## src/rtl/spi_slave_pkg.sv

```systemverilog
// spi_slave_pkg: shared state type, synchroniser depth, RX FIFO depth and width helper for the SPI responder
package spi_slave_pkg;
  typedef enum logic {IDLE, ACTIVE} state_t;
  localparam int SYNC_STAGES = 2;
  localparam int RX_FIFO_DEPTH = 4;
  function automatic int clog2(input int n);
    int r = 0;
    while ((1 << r) < n) r++;
    return r;
  endfunction
endpackage

```

## src/rtl/spi_slave_sync.sv

```systemverilog
// spi_slave_sync: 2-FF synchroniser with a third registered copy for edge detection
// Ports: i_clk/i_rst_n (async active-low), i_d async input, o_q synchronised level,
//        o_rise/o_fall one-cycle edge strobes (stage 2 vs delayed copy).
module spi_slave_sync
  import spi_slave_pkg::*;
#(
  parameter logic RST_VAL = 1'b0
) (
  input  logic i_clk,
  input  logic i_rst_n,
  input  logic i_d,
  output logic o_q,
  output logic o_rise,
  output logic o_fall
);
  logic [SYNC_STAGES:0] r_s;
  always_ff @(posedge i_clk or negedge i_rst_n)
    if (!i_rst_n) r_s <= {(SYNC_STAGES + 1){RST_VAL}};
    else r_s <= {r_s[SYNC_STAGES-1:0], i_d};
  assign o_q    = r_s[SYNC_STAGES-1];
  assign o_rise = o_q & ~r_s[SYNC_STAGES];
  assign o_fall = ~o_q & r_s[SYNC_STAGES];
endmodule

```

## src/rtl/spi_slave_responder.sv

```systemverilog
// spi_slave_responder: oversampled SPI responder with valid/ready TX and RX word streams
// Ports: io_systemClock/io_systemReset (async active-low); io_spi_sclk/mosi/ss/miso/miso_oe SPI pins;
//        io_tx_valid/ready/payload TX stream; io_rx_valid/ready/payload RX stream;
//        io_busy selected flag; io_overrun/io_underrun one-cycle status pulses.
// Build option: define SPI_SLAVE_RX_FIFO_EN to replace the RX holding register with a 4-entry FIFO.
module spi_slave_responder
  import spi_slave_pkg::*;
#(
  parameter int DATA_WIDTH = 8,
  parameter logic CPOL = 1'b0,
  parameter logic CPHA = 1'b0,
  parameter logic [DATA_WIDTH-1:0] DEFAULT_TX = {DATA_WIDTH{1'b1}}
) (
  input  logic                  io_systemClock,
  input  logic                  io_systemReset,
  input  logic                  io_spi_sclk,
  input  logic                  io_spi_mosi,
  input  logic                  io_spi_ss,
  output logic                  io_spi_miso,
  output logic                  io_spi_miso_oe,
  input  logic                  io_tx_valid,
  output logic                  io_tx_ready,
  input  logic [DATA_WIDTH-1:0] io_tx_payload,
  output logic                  io_rx_valid,
  input  logic                  io_rx_ready,
  output logic [DATA_WIDTH-1:0] io_rx_payload,
  output logic                  io_busy,
  output logic                  io_overrun,
  output logic                  io_underrun
);
  localparam int CW = clog2(DATA_WIDTH + 1);
  state_t r_state, w_next;
  logic [CW-1:0] r_cnt;
  logic [DATA_WIDTH-1:0] r_tx, r_rx, w_load_word, w_rx_word;
  logic r_miso;
  logic w_sclk_rise, w_sclk_fall, w_ss_rise, w_ss_fall, w_mosi;
  logic w_sclk_lvl_unused, w_ss_lvl_unused;
  logic [1:0] w_mosi_edge_unused;
  logic w_active, w_sel, w_lead, w_trail, w_sample, w_shift, w_done, w_load;

  spi_slave_sync #(.RST_VAL(CPOL)) u_sclk (
    .i_clk(io_systemClock), .i_rst_n(io_systemReset), .i_d(io_spi_sclk),
    .o_q(w_sclk_lvl_unused), .o_rise(w_sclk_rise), .o_fall(w_sclk_fall));
  spi_slave_sync #(.RST_VAL(1'b0)) u_mosi (
    .i_clk(io_systemClock), .i_rst_n(io_systemReset), .i_d(io_spi_mosi),
    .o_q(w_mosi), .o_rise(w_mosi_edge_unused[1]), .o_fall(w_mosi_edge_unused[0]));
  spi_slave_sync #(.RST_VAL(1'b1)) u_ss (
    .i_clk(io_systemClock), .i_rst_n(io_systemReset), .i_d(io_spi_ss),
    .o_q(w_ss_lvl_unused), .o_rise(w_ss_rise), .o_fall(w_ss_fall));

  assign w_active    = r_state == ACTIVE;
  assign w_sel       = (r_state == IDLE) & w_ss_fall;
  assign w_lead      = CPOL ? w_sclk_fall : w_sclk_rise;
  assign w_trail     = CPOL ? w_sclk_rise : w_sclk_fall;
  // Edges are only honoured while ACTIVE, so an edge in the select cycle is ignored.
  assign w_sample    = w_active & (CPHA ? w_trail : w_lead);
  assign w_shift     = w_active & (CPHA ? w_lead : w_trail);
  assign w_done      = w_sample & (r_cnt == CW'(DATA_WIDTH - 1));
  // No reload when the word ends in the deselect cycle: the next word would never be sent.
  assign w_load      = w_sel | (w_done & ~w_ss_rise);
  assign w_load_word = io_tx_valid ? io_tx_payload : DEFAULT_TX;
  assign w_rx_word   = {r_rx[DATA_WIDTH-2:0], w_mosi};
  assign io_tx_ready = w_load & io_tx_valid;
  assign io_underrun = w_load & ~io_tx_valid;
  assign io_busy     = w_active;
  assign io_spi_miso_oe = w_active;
  assign io_spi_miso = r_miso;

  always_ff @(posedge io_systemClock or negedge io_systemReset)
    if (!io_systemReset) r_state <= IDLE;
    else r_state <= w_next;

  always_comb
    w_next = w_sel ? ACTIVE : (w_active & w_ss_rise) ? IDLE : r_state;

  // A shift edge with the counter at 0 follows a (re)load: drive the MSB without shifting.
  always_ff @(posedge io_systemClock or negedge io_systemReset)
    if (!io_systemReset) begin
      r_cnt  <= '0;
      r_tx   <= '0;
      r_rx   <= '0;
      r_miso <= 1'b0;
    end else begin
      if (w_sample) begin
        r_rx  <= w_rx_word;
        r_cnt <= w_done ? '0 : r_cnt + 1'b1;
      end
      if (w_shift) begin
        if (r_cnt == '0) r_miso <= r_tx[DATA_WIDTH-1];
        else begin
          r_tx   <= r_tx << 1;
          r_miso <= r_tx[DATA_WIDTH-2];
        end
      end
      if (w_load) begin
        r_tx <= w_load_word;
        if (!CPHA) r_miso <= w_load_word[DATA_WIDTH-1];
      end
      if (w_active & w_ss_rise) begin
        r_cnt  <= '0;
        r_miso <= 1'b0;
      end
    end

`ifdef SPI_SLAVE_RX_FIFO_EN
  localparam int AW = clog2(RX_FIFO_DEPTH);
  localparam int FW = clog2(RX_FIFO_DEPTH + 1);
  logic [DATA_WIDTH-1:0] r_fifo [RX_FIFO_DEPTH];
  logic [AW-1:0] r_wp, r_rp;
  logic [FW-1:0] r_fcnt;
  logic w_full, w_pop, w_push;
  assign w_full        = r_fcnt == FW'(RX_FIFO_DEPTH);
  assign w_pop         = (r_fcnt != '0) & io_rx_ready;
  assign w_push        = w_done & (~w_full | w_pop);
  assign io_rx_valid   = r_fcnt != '0;
  assign io_rx_payload = r_fifo[r_rp];
  assign io_overrun    = w_done & w_full & ~w_pop;
  always_ff @(posedge io_systemClock or negedge io_systemReset)
    if (!io_systemReset) begin
      r_fifo <= '{default: '0};
      r_wp   <= '0;
      r_rp   <= '0;
      r_fcnt <= '0;
    end else begin
      if (w_push) begin
        r_fifo[r_wp] <= w_rx_word;
        r_wp <= r_wp + 1'b1;
      end
      if (w_pop) r_rp <= r_rp + 1'b1;
      r_fcnt <= r_fcnt + FW'(w_push) - FW'(w_pop);
    end
`else
  logic r_rx_valid;
  logic [DATA_WIDTH-1:0] r_rx_hold;
  logic w_accept;
  // A word completing while the held word drains replaces it and keeps valid high.
  assign w_accept      = w_done & (~r_rx_valid | io_rx_ready);
  assign io_rx_valid   = r_rx_valid;
  assign io_rx_payload = r_rx_hold;
  assign io_overrun    = w_done & r_rx_valid & ~io_rx_ready;
  always_ff @(posedge io_systemClock or negedge io_systemReset)
    if (!io_systemReset) begin
      r_rx_valid <= 1'b0;
      r_rx_hold  <= '0;
    end else if (w_accept) begin
      r_rx_valid <= 1'b1;
      r_rx_hold  <= w_rx_word;
    end else if (r_rx_valid & io_rx_ready) r_rx_valid <= 1'b0;
`endif
endmodule

```

## config.mk

```make
export PLATFORM = sky130hd
export DESIGN_NAME = spi_slave_responder
export DESIGN_NICKNAME = d
export VERILOG_FILES = /design/src/rtl/spi_slave_pkg.sv /design/src/rtl/spi_slave_sync.sv /design/src/rtl/spi_slave_responder.sv
export SDC_FILE = /design/constraint.sdc
export NUM_CORES = 1
export LEC_CHECK = 0
export ABC_CLOCK_PERIOD_IN_PS = 2240
export CAP_MARGIN = 20
export CORE_AREA = 2 2 62 64
export DETAILED_ROUTE_END_ITERATION = 10
export DIE_AREA = 0 0 64 66
export GPL_TIMING_DRIVEN = 1
export PLACE_DENSITY = 0.73
export SETUP_SLACK_MARGIN = 0.3
export SLEW_MARGIN = 40
export SYNTH_ARGS = -nofsm -noshare
export SYNTH_HDL_FRONTEND = slang
export SYNTH_SLANG_ARGS = --single-unit
```

## constraint.sdc

```tcl
create_clock -name io_systemClock -period 2.24 [get_ports io_systemClock]
set_input_delay 0.336 -clock io_systemClock [delete_from_list [all_inputs] [get_ports io_systemClock]]
set_output_delay 0.336 -clock io_systemClock [all_outputs]
set_load 0.005 [all_outputs]
```

# [After elaboration in Yosys (flattened, before gate mapping)]
# Cells that the tools add are included.
[word_totals] reg_bits=38 wordCells=62 out_inout_bits=15
[classes] n_addsub=1 mux=15 n_bitwise=27 reduce_logical=7 eq_ne=2
[op_table] operator="8-bit two-way mux" count=4
[op_table] operator="1-bit AND" count=16
[op_table] operator="4-bit two-way mux" count=3
[op_table] operator="1-bit NOT" count=9
[op_table] operator="1-bit two-way mux" count=8
[op_table] operator="2-bit nonzero test" count=4
[op_table] operator="4-bit by 1-bit adder with 4-bit output (second input constant)" count=1
[op_table] operator="4-bit by 3-bit equality test with 1-bit output (second input constant)" count=1
[op_table] operator="4-bit zero test" count=1
[op_table] operator="3-bit nonzero test" count=1
[op_table] operator="2-bit != test (second input constant)" count=1
[op_table] operator="1-bit OR" count=2
[op_table] operator="2-bit AND reduction" count=1

# [Logic depth before layout (Yosys ltp)]
[logic_depth] ltp_word=8 ltp_mapped=7

# [Hierarchy]
# From an unflattened synthesis, not the netlist that was laid out.
[hier_totals] cells_unflattened=132 area_unflattened_um2=1749.2
[modules_own_cells] module="spi_slave_responder" seq_area_each_um2=750.7 cells_per_inst=117 instances=1 area_each_um2=1475.2
[modules_own_cells] module="spi_slave_sync at u_mosi ..." seq_area_each_um2=75.1 cells_per_inst=5 instances=2 area_each_um2=90.1
[modules_own_cells] module="spi_slave_sync at u_ss" seq_area_each_um2=78.8 cells_per_inst=5 instances=1 area_each_um2=93.8

# [Least setup slack after synthesis]
# No wires, ideal clock.
[synth_path] kind="register to output" from="register r_cnt[0]" to="output io_underrun" setup_slack_ns=0.541 stages_incl_launch_ff=7 arrival_time_ns=1.363 path_cell_list="dfrtp_1 ha_1 nand3b_1 o32a_1 buf_6 buf_8 nor2_1"
[synth_via] elab_chain_len=5
[synth_rtl] element="from (decl)" line_no="spi_slave_responder.sv:33" source="logic [CW-1:0] r_cnt;"
[synth_rtl] element="from (signal assigned)" line_no="spi_slave_responder.sv:86" source="r_cnt <= w_done ? '0 : r_cnt + 1'b1;"
[synth_rtl] element="4-bit by 3-bit equality test with 1-bit output" line_no="spi_slave_responder.sv:58" source="assign w_done = w_sample & (r_cnt == CW'(DATA_WIDTH - 1));"
[synth_rtl] element="1-bit AND" line_no="spi_slave_responder.sv:58"
[synth_rtl] element="1-bit AND" line_no="spi_slave_responder.sv:60" source="assign w_load = w_sel | (w_done & ~w_ss_rise);"
[synth_rtl] element="1-bit OR" line_no="spi_slave_responder.sv:60"
[synth_rtl] element="1-bit AND" line_no="spi_slave_responder.sv:64" source="assign io_underrun = w_load & ~io_tx_valid;"
[synth_rtl] element="to (decl)" line_no="spi_slave_responder.sv:29" source="output logic io_underrun"
# Every way passes these cells.

# [Final worst setup path]
[layout_path] from="register r_cnt[0]" to="output io_tx_ready"
[layout_via] elab_chain_len=5
[layout_rtl] element="4-bit by 3-bit equality test with 1-bit output" line_no="spi_slave_responder.sv:58"
[layout_rtl] element="1-bit AND" line_no="spi_slave_responder.sv:58"
[layout_rtl] element="1-bit AND" line_no="spi_slave_responder.sv:60"
[layout_rtl] element="1-bit OR" line_no="spi_slave_responder.sv:60"
[layout_rtl] element="1-bit AND" line_no="spi_slave_responder.sv:63" source="assign io_tx_ready = w_load & io_tx_valid;"
[layout_rtl] element="to (decl)" line_no="spi_slave_responder.sv:22" source="output logic io_tx_ready,"
# Every way passes these cells.

==> impl_metrics.ini <==
[status]
status = finished, final reports clean

[global_routing]
busiest_layer = met2
grt_usage = 0.1646
gr-usage-met1 = 0.1851
grt_overflow = 0
grt_pass1_wl_um = 5216
antenna_found_initial = 0
use_met3 = 0.05281
use_met2 = 0.2878
grt_max_degree = 39
grt_pass1_vias = 1143

[floorplanning]
die_w_um = 64
core-area_um2 = 3551
dieHeight_um = 66
rows = 22
io_pins = 30
start_util = 0.4750
dieArea_um2 = 4224

[drt]
wl_per_cell_um = 12.85
drtAntennaViolNets = 0
vias = 1139
wirelength_um = 2968
viasPerCell = 4.931
drc = 0
drt_pass1_iterations = 4
drt_iter0_markers = 30

[timing]
tightest_slew_ps = 471.5
hold_viol = 0
fin_tns_setup_ps = 0
hold_slack_ps = 361.0
min_period_ps = 2149
maxSlewViolCount = 0
skew_ps = 5.078
rsz0062_at_grt = yes
setup_viol = 0
max_freq_ghz = 0.4653
fin_crit_sh = 0.9595
setup_ws_ps = 90.66
maxSlewHeadroom = 0.6857

[worst_setup_path]
end_kind = output pin
arrival_ps = 1810
cp_slowest_cell = dfrtp_1
r2r_start = r_cnt[0]
path_cells = ha_2, nand3b_1, o32a_1, buf_4, and2b_2, buf_2
cp_slowest_stage_delay_ps = 370
startpoint = r_cnt[0]
path_buf_inv = 2
cp-start-kind = register
crit_family = flip-flops
path_class = reg2out
cp_max_fo = 3
required_ps = 1900

[place]
place_area_um2 = 2012
detailed_place_hpwl_um = 2107
dp_cells = 214
place.gp.congestion = 0.7337
port_buffers = 29
place_ws_ps = 46.76

[finish]
n_antenna_cell = 0
area_growth_pct = 27.74
multiInputGateArea_um2 = 658.1
layout-drive-gt1-share = 0.2568
ff_latch_area_um2 = 954.7
nNetsFinal = 199
design_area_um2 = 2155
n_fill_cell = 280
post-route-util = 0.6068
layoutNonFillerInstCount = 231

[clock_tree]
cts_made_buffers = 5
clk_latency_ps = 340
clock_sinks = 38
clk_pin_slew_ps = 100
cts-htree-levels = 2
cts_tree = done
clockRootBuffer = clkbuf_4
cts_max_path_buffers = 2

[run]
max_cap_viol_count = 0

[synthesis]
synth.area.top_cells = dfrtp_1 52%, mux2_4 7.1%, nand2_1 5.8%
ys_seq_area_frac = 0.5660
yosysTopAreaCell = dfrtp_1
netlist_area_um2 = 1687
synthCells = 137
ys_warn_count = 0
synth_fp_nets = 154
async_flop_share = 1.000
yosysTopAreaCellShare = 0.5193
yosysUniqueCellTypes = 32
synth_ff_type = dfrtp_1
ys_top_cells_by_count = 35 x dfrtp_1, 26 x nand2_1, 10 x a21oi_1
synth-edff-count = 0
syn_area_per_cell_um2 = 12.31
synth_seq_cells = 38
synth.most_common_cell = dfrtp_1

[hold_path]
hp-start = u_mosi.r_s[0]
worstHoldPathType = reg2reg

[power]
ir_drop_uv = 470.1
p_leak_nw = 0.9851
powerDensity_nw_per_um2 = 749.7
power_mw = 1.615
-- report_power, final --
part / switching (mW) / internal, mW
Combinational: 0.132 / 0.167
Clock: 0.215 / 0.237
Sequential: 0.0699 / 0.794
Total: 0.417 / 1.20
-- worst register-to-register path: cells and delay by family (launching register included) --
family / cells / cell delay, ps
AO/OA/AOI/OAI: 2 / 410
adder cells (fa/ha/maj): 1 / 190
AND/OR/NAND/NOR: 2 / 320
buffers and inverters: 3 / 440
flip-flops: 1 / 370
-- timing repair --
item	CTS	global route
pin swaps	1	1
setup buffers	6	2
hold buffers	0	1
hold endpoints to repair	0	35
resized for setup	12	3
setup endpoints to repair	3	5
-- flip-flops by register name (all words and copies together), names as in the netlist --
signal / count
io_spi_miso: 1
io_rx_valid: 1
r_tx: 8
u_sclk.r_s: 3
io_busy: 1
r_rx: 7
io_rx_payload: 8
u_ss.r_s: 3
u_mosi.r_s: 2
r_cnt: 4
-- worst paths after layout --
path / slack (ps) / depth (start not counted) / end
hold reg to reg: 360 / 0 / u_mosi.r_s[1]
min in group asynchronous: 480 / 2 / u_sclk.r_s[1]
hold / removal: 360 / 0 / u_mosi.r_s[1]
setup reg to reg: 410 / 8 / io_spi_miso
setup / recovery: 90 / 6 / io_tx_ready
max in group asynchronous: 1410 / 2 / u_ss.r_s[2]
-- kinds of logic (layout without fill, tap and decap cells) --
family | after synthesis | after routing | synth area share
buffers and inverters | 10 | 56 | 0.04970
multiplexers | 16 | 16 | 0.1187
XOR/XNOR | 2 | 2 | 0.01039
flip-flops | 38 | 38 | 0.5660
AND/OR/NAND/NOR | 52 | 52 | 0.1788
adder cells (fa/ha/maj) | 2 | 2 | 0.01483
AO/OA/AOI/OAI | 17 | 17 | 0.06157
-- layer usage --
layer | vias to the layer above | wire length [um]
met2 | 35 | 1562
li1 | 555 | -
met4 | 0 | 47
met3 | 6 | 160
met1 | 543 | 1199
met5 | - | 0
-- placed cells by master, fill, tap and decap left out, types with 2 or more instances in the layout --
| cell | synthesis | final |
|---|---|---|
| o21ai_0 | 3 | 3 |
| a21oi_1 | 10 | 10 |
| clkdlybuf4s50_1 | 0 | 25 |
| nor2_1 | 4 | 4 |
| dfstp_2 | 3 | 3 |
| nor3b_2 | 2 | 2 |
| nand3b_1 | 2 | 2 |
| xor2_1 | 2 | 2 |
| mux2i_1 | 8 | 8 |
| mux2_4 | 8 | 8 |
| buf_2 | 1 | 3 |
| inv_1 | 3 | 3 |
| nor2b_1 | 3 | 3 |
| dfrtp_1 | 35 | 35 |
| buf_4 | 1 | 16 |
| clkbuf_1 | 0 | 2 |
| clkbuf_4 | 0 | 5 |
| nand2_1 | 26 | 26 |
| nor3b_1 | 6 | 6 |
-- cell type report --
class,count,share of cell area
Inverter,3,0.005226
Clock inverter,1,0.01394
Sequential cell,38,0.4431
Timing Repair Buffer,45,0.1835
Multi-Input combinational cell,89,0.3055
Clock buffer,7,0.02091
Tap cell,48,0.02787
No activity file was read; power rests on OpenSTA's default activity.
